==> config.mk <==
export PLATFORM = sky130hd
export DESIGN_NAME = i2c_init_seq
export DESIGN_NICKNAME = d
export VERILOG_FILES = /design/src/rtl/i2c_init_seq.sv
export SDC_FILE = /design/constraint.sdc
export NUM_CORES = 1
export LEC_CHECK = 0
export BUFFER_PORTS_ARGS = -buffer_cell sky130_fd_sc_hd__buf_2
export CORE_MARGIN = 2
export CORE_UTILIZATION = 40
export CTS_BUF_LIST = sky130_fd_sc_hd__clkbuf_2
export DETAILED_ROUTE_END_ITERATION = 7
export PLACE_DENSITY_LB_ADDON = 0.3
export REMOVE_ABC_BUFFERS = 1
export SLEW_MARGIN = 20
export SYNTH_ARGS = -nofsm -noshare
export SYNTH_HDL_FRONTEND = slang
export SYNTH_SLANG_ARGS = --single-unit
==> constraint.sdc <==
create_clock -name clk -period 3.15 [get_ports clk]
set_input_delay 0.1575 -clock clk [delete_from_list [all_inputs] [get_ports clk]]
set_output_delay 0.1575 -clock clk [all_outputs]
set_load 0.01 [all_outputs]
==> src/rtl/i2c_init_seq.sv <==
// i2c_init_seq: walks a ROM register table into an lsc_i2cm_16 master, then serves host accesses.
// Table entries are {ofs, data}; ofs FFFF ends the table, FFFE stalls for data*DELAY_UNIT clocks.
module i2c_init_seq #(
   parameter logic [6:0]  DEV_ADDR   = 7'h24,
   parameter logic [5:0]  INTERVAL   = 6'd29,
   parameter int          ROM_AW     = 8,
   parameter logic [15:0] DELAY_UNIT = 16'd24000
) (
   input  logic              clk,
   input  logic              resetn,
   input  logic              init_start,
   output logic              init_busy,
   output logic              init_done,
   output logic              init_err,
   output logic [ROM_AW-1:0] rom_addr,
   input  logic [23:0]       rom_data,
   input  logic              host_req,
   input  logic              host_rw,
   input  logic [15:0]       host_ofs,
   input  logic [7:0]        host_wdata,
   output logic              host_ack,
   output logic [7:0]        host_rdata,
   output logic              i2c_run,
   output logic              i2c_rw,
   output logic [6:0]        i2c_dev_addr,
   output logic [5:0]        i2c_interval,
   output logic [15:0]       i2c_ofs_addr,
   output logic [7:0]        i2c_wr_data,
   input  logic              i2c_running,
   input  logic              i2c_done,
   input  logic [7:0]        i2c_rd_data
);
   typedef enum logic [2:0] {IDLE, FETCH, DECODE, ISSUE, WAIT, DELAY, HOST_ISSUE, HOST_WAIT} state_t;
   state_t state, state_nx;
   logic [23:0] cnt;
   logic [15:0] rom_ofs;
   logic [7:0]  rom_dat;
   logic is_end, is_dly, adv, last, host_go;
   assign rom_ofs = rom_data[23:8];
   assign rom_dat = rom_data[7:0];
   assign is_end  = rom_ofs == 16'hFFFF;
   assign is_dly  = rom_ofs == 16'hFFFE;
   assign last    = &rom_addr;
   assign adv     = (state == DECODE && is_dly && rom_dat == 8'd0) ||
                    (state == WAIT && i2c_done) || (state == DELAY && cnt == 24'd1);
   // host_ack blocks re-entry so a host dropping req on the ack cycle is not served twice
   assign host_go = state == IDLE && !init_start && host_req && !host_ack;

   always_ff @(posedge clk or negedge resetn)
      if (!resetn) state <= IDLE;
      else state <= state_nx;

   always_comb begin
      state_nx = state;
      case (state)
         IDLE:       state_nx = init_start ? FETCH : host_go ? HOST_ISSUE : IDLE;
         FETCH:      state_nx = DECODE;
         DECODE:     state_nx = is_end ? IDLE : is_dly ? DELAY : ISSUE;
         ISSUE:      state_nx = i2c_running ? WAIT : ISSUE;
         WAIT:       state_nx = WAIT;
         DELAY:      state_nx = DELAY;
         HOST_ISSUE: state_nx = i2c_running ? HOST_WAIT : HOST_ISSUE;
         HOST_WAIT:  state_nx = i2c_done ? IDLE : HOST_WAIT;
         default:    state_nx = IDLE;
      endcase
      if (adv) state_nx = last ? IDLE : FETCH;
   end

   always_comb begin
      i2c_run      = state == ISSUE || state == HOST_ISSUE;
      init_busy    = state inside {FETCH, DECODE, ISSUE, WAIT, DELAY};
      i2c_dev_addr = DEV_ADDR;
      i2c_interval = INTERVAL;
   end

   always_ff @(posedge clk or negedge resetn)
      if (!resetn) begin
         rom_addr     <= '0;
         init_done    <= 1'b0;
         init_err     <= 1'b0;
         host_ack     <= 1'b0;
         host_rdata   <= 8'd0;
         i2c_rw       <= 1'b0;
         i2c_ofs_addr <= 16'd0;
         i2c_wr_data  <= 8'd0;
         cnt          <= 24'd0;
      end else begin
         init_done <= (state == DECODE && is_end) || (adv && last);
         host_ack  <= state == HOST_WAIT && i2c_done;
         if (state == IDLE && init_start) begin
            rom_addr <= '0;
            init_err <= 1'b0;
         end else if (adv) begin
            if (last) init_err <= 1'b1;
            else rom_addr <= rom_addr + 1'b1;
         end
         if (state == DECODE) cnt <= 24'(rom_dat) * 24'(DELAY_UNIT);
         else if (state == DELAY) cnt <= cnt - 24'd1;
         if (state == DECODE && !is_end && !is_dly) begin
            i2c_ofs_addr <= rom_ofs;
            i2c_wr_data  <= rom_dat;
            i2c_rw       <= 1'b0;
         end else if (host_go) begin
            i2c_ofs_addr <= host_ofs;
            i2c_wr_data  <= host_wdata;
            i2c_rw       <= host_rw;
         end
         if (state == HOST_WAIT && i2c_done && i2c_rw) host_rdata <= i2c_rd_data;
      end
endmodule

### Yosys cells after proc, flatten, opt, wreduce, memory -nomap -nowiden

Index checks and enable logic that the tools add are counted.

* register bits after elaboration: 71
* output and inout bits: 59
* bits of input ports: 63
* word-level logic and storage cells: 80

* reduce and logical (&&, ||, !) cells: 32
* muxes and demuxes: 24
* add/subtract/negate cells: 2
* equal/unequal tests: 11
* multipliers: 1

Operators with widths (number)
* 2-to-1 mux 24 bit: 2
* 2-to-1 mux 8 bit: 5
* == test 16 bit (second input constant): 2
* 2-to-1 mux 16 bit: 2
* == test 24 x 1 -> 1 bit (second input constant): 1
* one-hot mux 3 bit (8 select lines): 1
* subtractor 24 x 1 -> 24 bit (second input constant): 1
* 2-to-1 mux 3 bit: 7
* multiplier 8 x 9 -> 17 bit (second input constant): 1
* logical AND 1 bit: 14
* == test 3 bit (second input constant): 4
* adder 8 x 1 -> 8 bit (second input constant): 1
* logical NOT 8 bit: 1
* AND reduction 8 bit: 1
* nonzero test 2 bit: 4
* 2-to-1 mux 1 bit: 7
* == test 3 x 2 -> 1 bit (second input constant): 2
* nonzero test 5 bit: 1
* logical NOT 1 bit: 4
* logical OR 1 bit: 4
* AND reduction 2 bit: 2
* == test 3 x 1 -> 1 bit (second input constant): 1
* logical NOT 3 bit: 1
* inequality test 2 x 1 -> 1 bit (second input constant): 1

### Depth between registers and ports, before layout

* depth in word-level cells: 8
* gate-level depth with buffers: 16
* depth with buffers taken out: 16

### Worst setup path after synthesis

OpenSTA, ideal clock, no wires.

* path kind: input to register
* start: in rom_data[5]
* end: reg cnt[16]
* data required time: 3.015 ns
* arrival: 3.738 ns
* stages on the path: 15
* buffers on the path: 0
* setup slack: -0.723 ns
* setup time: 0.135 ns
* cells stage by stage: inv_1 fa_1 fa_1 inv_1 fa_1 inv_1 fa_1 inv_1 ha_1 and3_1 a221o_1 nor2_1 o21ai_0 xnor2_1 a21oi_1

* longest elaborated chain between the ends: 2

Ends and longest elaborated chain
* from (decl): RTL line 16 `input logic [23:0] rom_data,`
* multiplier 8 x 9 -> 17 bit: RTL line 97 `if (state == DECODE) cnt <= 24'(rom_dat) * 24'(DELAY_UNIT);`
* 2-to-1 mux 24 bit: RTL line 97
* to (signal assigned): RTL line 97
* to (signal assigned): RTL line 98 `else if (state == DELAY) cnt <= cnt - 24'd1;`
* to (decl): RTL line 35 `logic [23:0] cnt;`

No other way between the ends.
A chain may end at the register's enable or synchronous reset.

### Final worst setup path

* start: in rom_data[3]
* end: reg cnt[20]

The elaborated chain is that of the path after synthesis.

==> impl_metrics.py <==
metrics = {
    "status": {
        "status": "finished with violations",
        "violations": "setup timing",
    },
    "logic_synthesis": {
        "synth_area_leaders": "dfrtp_1 34%, ha_1 11%, fa_1 9.7%",
        "synth-edff-count": 0,
        "postSynthCellCount": 555,
        "synth_seq_area_share_pct": 34.3,
        "ys_ff_latch": 71,
        "syn_area_per_cell_sq_um": 9.34,
        "yosys_warnings": 0,
        "yosys.cell_types.count": 54,
        "most_used_flip_flop_cell_after_synthesis": "dfrtp_1",
        "synth_top_area_share_pct": 34.3,
        "synthesis.area_sq_um": 5190,
        "ys_async_sr_fraction_pct": 100,
        "post-synth-top-area-cell": "dfrtp_1",
    },
    "die": {
        "ios": 122,
        "floorplan.rows": 41,
        "fp.dieArea_sq_um": 13900,
        "chipHeight_um": 118,
        "die-width_um": 118,
        "core_area_sq_um": 12600,
        "initial_core_util_pct": 41.1,
    },
    "critical_path": {
        "critical-path-top-cell-by-count": "fa_1",
        "critical_path.max_fanout": 3,
        "timing.critical_path.from_type": "primary input",
        "timing.critical_path.cells": "buf_4 -> fa_1 -> fa_1 -> inv_1 -> fa_1 -> fa_1 -> inv_2 -> ha_4 -> buf_6 -> nand2_2 -> buf_4 -> nor2_2 -> nand4_1 -> o2111ai_1 -> xnor2_1 -> mux2i_1",
        "critPathKind": "in -> reg",
        "endpoint_kind": "register",
        "cp_slowest_cell": "fa_1",
        "cp_slowest_stage_delay_ps": 530,
        "worst_ep_required_time_ps": 3560,
        "arrival_ps": 3660,
        "reg2reg_setup_slack_ps": 600,
    },
    "placement": {
        "place_hpwl_um": 10400,
        "port_buffers": 108,
        "gp_congestion": 0.865,
    },
    "global_routing": {
        "grt_pass1_wl_um": 24200,
        "grt_pass1_vias": 5011,
        "grt-ovfl-total": 0,
        "pin_count_of_the_biggest_net_entering_global_routing": 30,
        "global_route.usage.total_pct": 21.4,
        "number_of_antenna_violations_at_the_first_check_in_global_routing": 1,
    },
    "clocking": {
        "clk_pin_slew_ps": 230,
        "num_cts_buffers": 9,
        "cts-root-to-sink-buffers": 2,
        "insertion_delay_ps": 530,
        "cts.sinks": 71,
        "ctsRootBufferMaster": "clkbuf_2",
        "cts_tree": "done",
        "cts.htree.levels": 3,
    },
    "pwr": {
        "fin_total_pwr_mw": 5.76,
        "ir_worst_vdd_v": 0.000376,
        "power_density_nw_per_um2": 799,
        "static-leakage-power_nw": 3.55,
    },
    "timing": {
        "max-slew-margin-rel_pct": 32.0,
        "finalHoldViolations": 0,
        "finalCritPeriodShare_pct": 103,
        "rsz0062_at_grt": "true",
        "finalSetupViolCount": 7,
        "maxSlewViolCount": 0,
        "final_setup_skew_ps": 43.2,
        "final.setup.worst_slack_ps": -98.3,
        "tightest_slew_ps": 1020,
        "final.min_clock_period_ps": 3250,
        "hold_slack_ps": 42.4,
        "fmaxAchievable_ghz": 0.308,
    },
    "cells_and_area": {
        "most_used_cells_in_the_layout_excluding_fill_and_tap_cells": "102 x buf_2, 74 x nand2_1, 71 x dfrtp_1",
        "drive_above_1_share_pct": 31.0,
        "num-fill-cells": 1103,
        "nNetsFinal": 909,
        "final_common_cell": "buf_2",
        "area_delta_synth_final_pct": 39.1,
    },
    "drt": {
        "drtIter0Drc": 318,
        "drt-vias-per-instance": 5.13,
        "vias": 4893,
        "drt_pre_antenna_iters": 5,
        "drc": 0,
        "routed_length_per_instance_um": 15.6,
        "route.final.wire_length_um": 14900,
        "final_antenna_net_count": 0,
    },
    "worst_hold_path": {
        "holdCritPathClass": "in -> reg",
    },
    "run": {
        "max_cap_violations": 0,
    },
}
==> cell type report <==
cell class	count	area (sq um)	share of cell area (%)
diodes	1	2.50	0.0347
multi-input cells	405	3270	45.4
clock inverters	7	47.5	0.659
clock buffers	9	45.0	0.625
repair buffers	228	1620	22.5
well taps	172	215	2.98
flip-flops and latches	71	1780	24.6
inverters	60	230	3.19
==> per-layer routing <==
layer | GRT usage [%] | vias to the layer above | wire length [um]
met3 | 3.78 | 48 | 569
met1 | 25.8 | 2334 | 5980
met2 | 37.3 | 172 | 7780
met5 | 0 | - | 0
met4 | 9.49 | 0 | 560
li1 | - | 2339 | -
==> worst max-delay path: cells and delay by family <==
kind	cells	cell delay, ps
compound gates	1	140
simple gates	3	350
mux	1	90
fa+ha+maj	5	2290
buf+inv	5	480
xor+xnor	1	150
==> logic make-up (layout without fill, tap and decap cells) <==
logic type | count (synthesis) | after routing | share of synthesized area, %
AND/OR/NAND/NOR | 184 | 184 | 17.1
AO/OA/AOI/OAI | 94 | 94 | 12.4
buffers and inverters | 90 | 304 | 7.48
adder cells (fa/ha/maj) | 71 | 71 | 20.7
flip-flops | 71 | 71 | 34.3
XOR/XNOR | 26 | 26 | 4.39
multiplexers | 17 | 17 | 3.47
other | 2 | 14 | 0.145
==> flip-flops by register name, summed over array words and instances, names as in the netlist <==
register      cells
state             3
i2c_ofs_addr     16
host_rdata        8
cnt              24
host_ack          1
i2c_rw            1
i2c_wr_data       8
rom_addr          8
init_done         1
init_err          1
==> timing repair <==
item,4_1_cts,5_1_grt
hold buffers,53,0
setup buffers,6,1
pin swaps,23,15
gates resized for setup,32,23
endpoints found under the setup margin,9,9
hold endpoints to repair,64,0
==> synthesized netlist by cell type (6+ instances only) <==
cell type / number
nand2_1: 75
dfrtp_1: 71
inv_1: 60
ha_1: 46
nor2_1: 32
fa_1: 25
o21ai_0: 21
a21oi_1: 19
xnor2_1: 19
nor3_1: 18
a22oi_1: 16
buf_4: 13
clkbuf_1: 13
nand3_1: 12
a221o_1: 10
mux2i_1: 9
and3_1: 8
mux2_2: 8
nand4_1: 8
xor2_1: 7
nor4_1: 6
==> power by group <==
group	internal (mW)	switching [mW]	total, mW
clock network	0.104	0.359	0.463
logic	1.79	1.87	3.67
registers	1.29	0.344	1.63
==> per-stage QoR <==
stage          cells  setup slack [ps]  utilization (%)  TNS [ps]  instance area (sq um)
2_1_floorplan    536              -732                -     -5830                   5060
3_3_place_gp     876              -876             49.7     -7760                   6280
3_5_place_dp     876              -970             49.7     -8590                   6280
4_1_cts          951            -0.704             56.2    -0.704                   7090
5_1_grt          953              -246             57.1     -1380                   7210
6_report         953             -98.3             57.1      -456                   7210
==> worst paths after layout <==
path,cells after the start,from,to
hold reg to reg,2,i2c_wr_data[4]$_DFFE_PN0P_,i2c_wr_data[4]$_DFFE_PN0P_
min in group asynchronous,2,resetn,rom_addr[2]$_DFFE_PN0P_
max in group asynchronous,3,resetn,i2c_ofs_addr[6]$_DFFE_PN0P_
setup reg to reg,7,state[2]$_DFF_PN0_,i2c_ofs_addr[6]$_DFFE_PN0P_
hold / removal,4,init_start,rom_addr[4]$_DFFE_PN0P_
setup / recovery,16,rom_data[3],cnt[20]$_DFFE_PN0P_
Note: power is estimated with default switching activity, not from simulation.
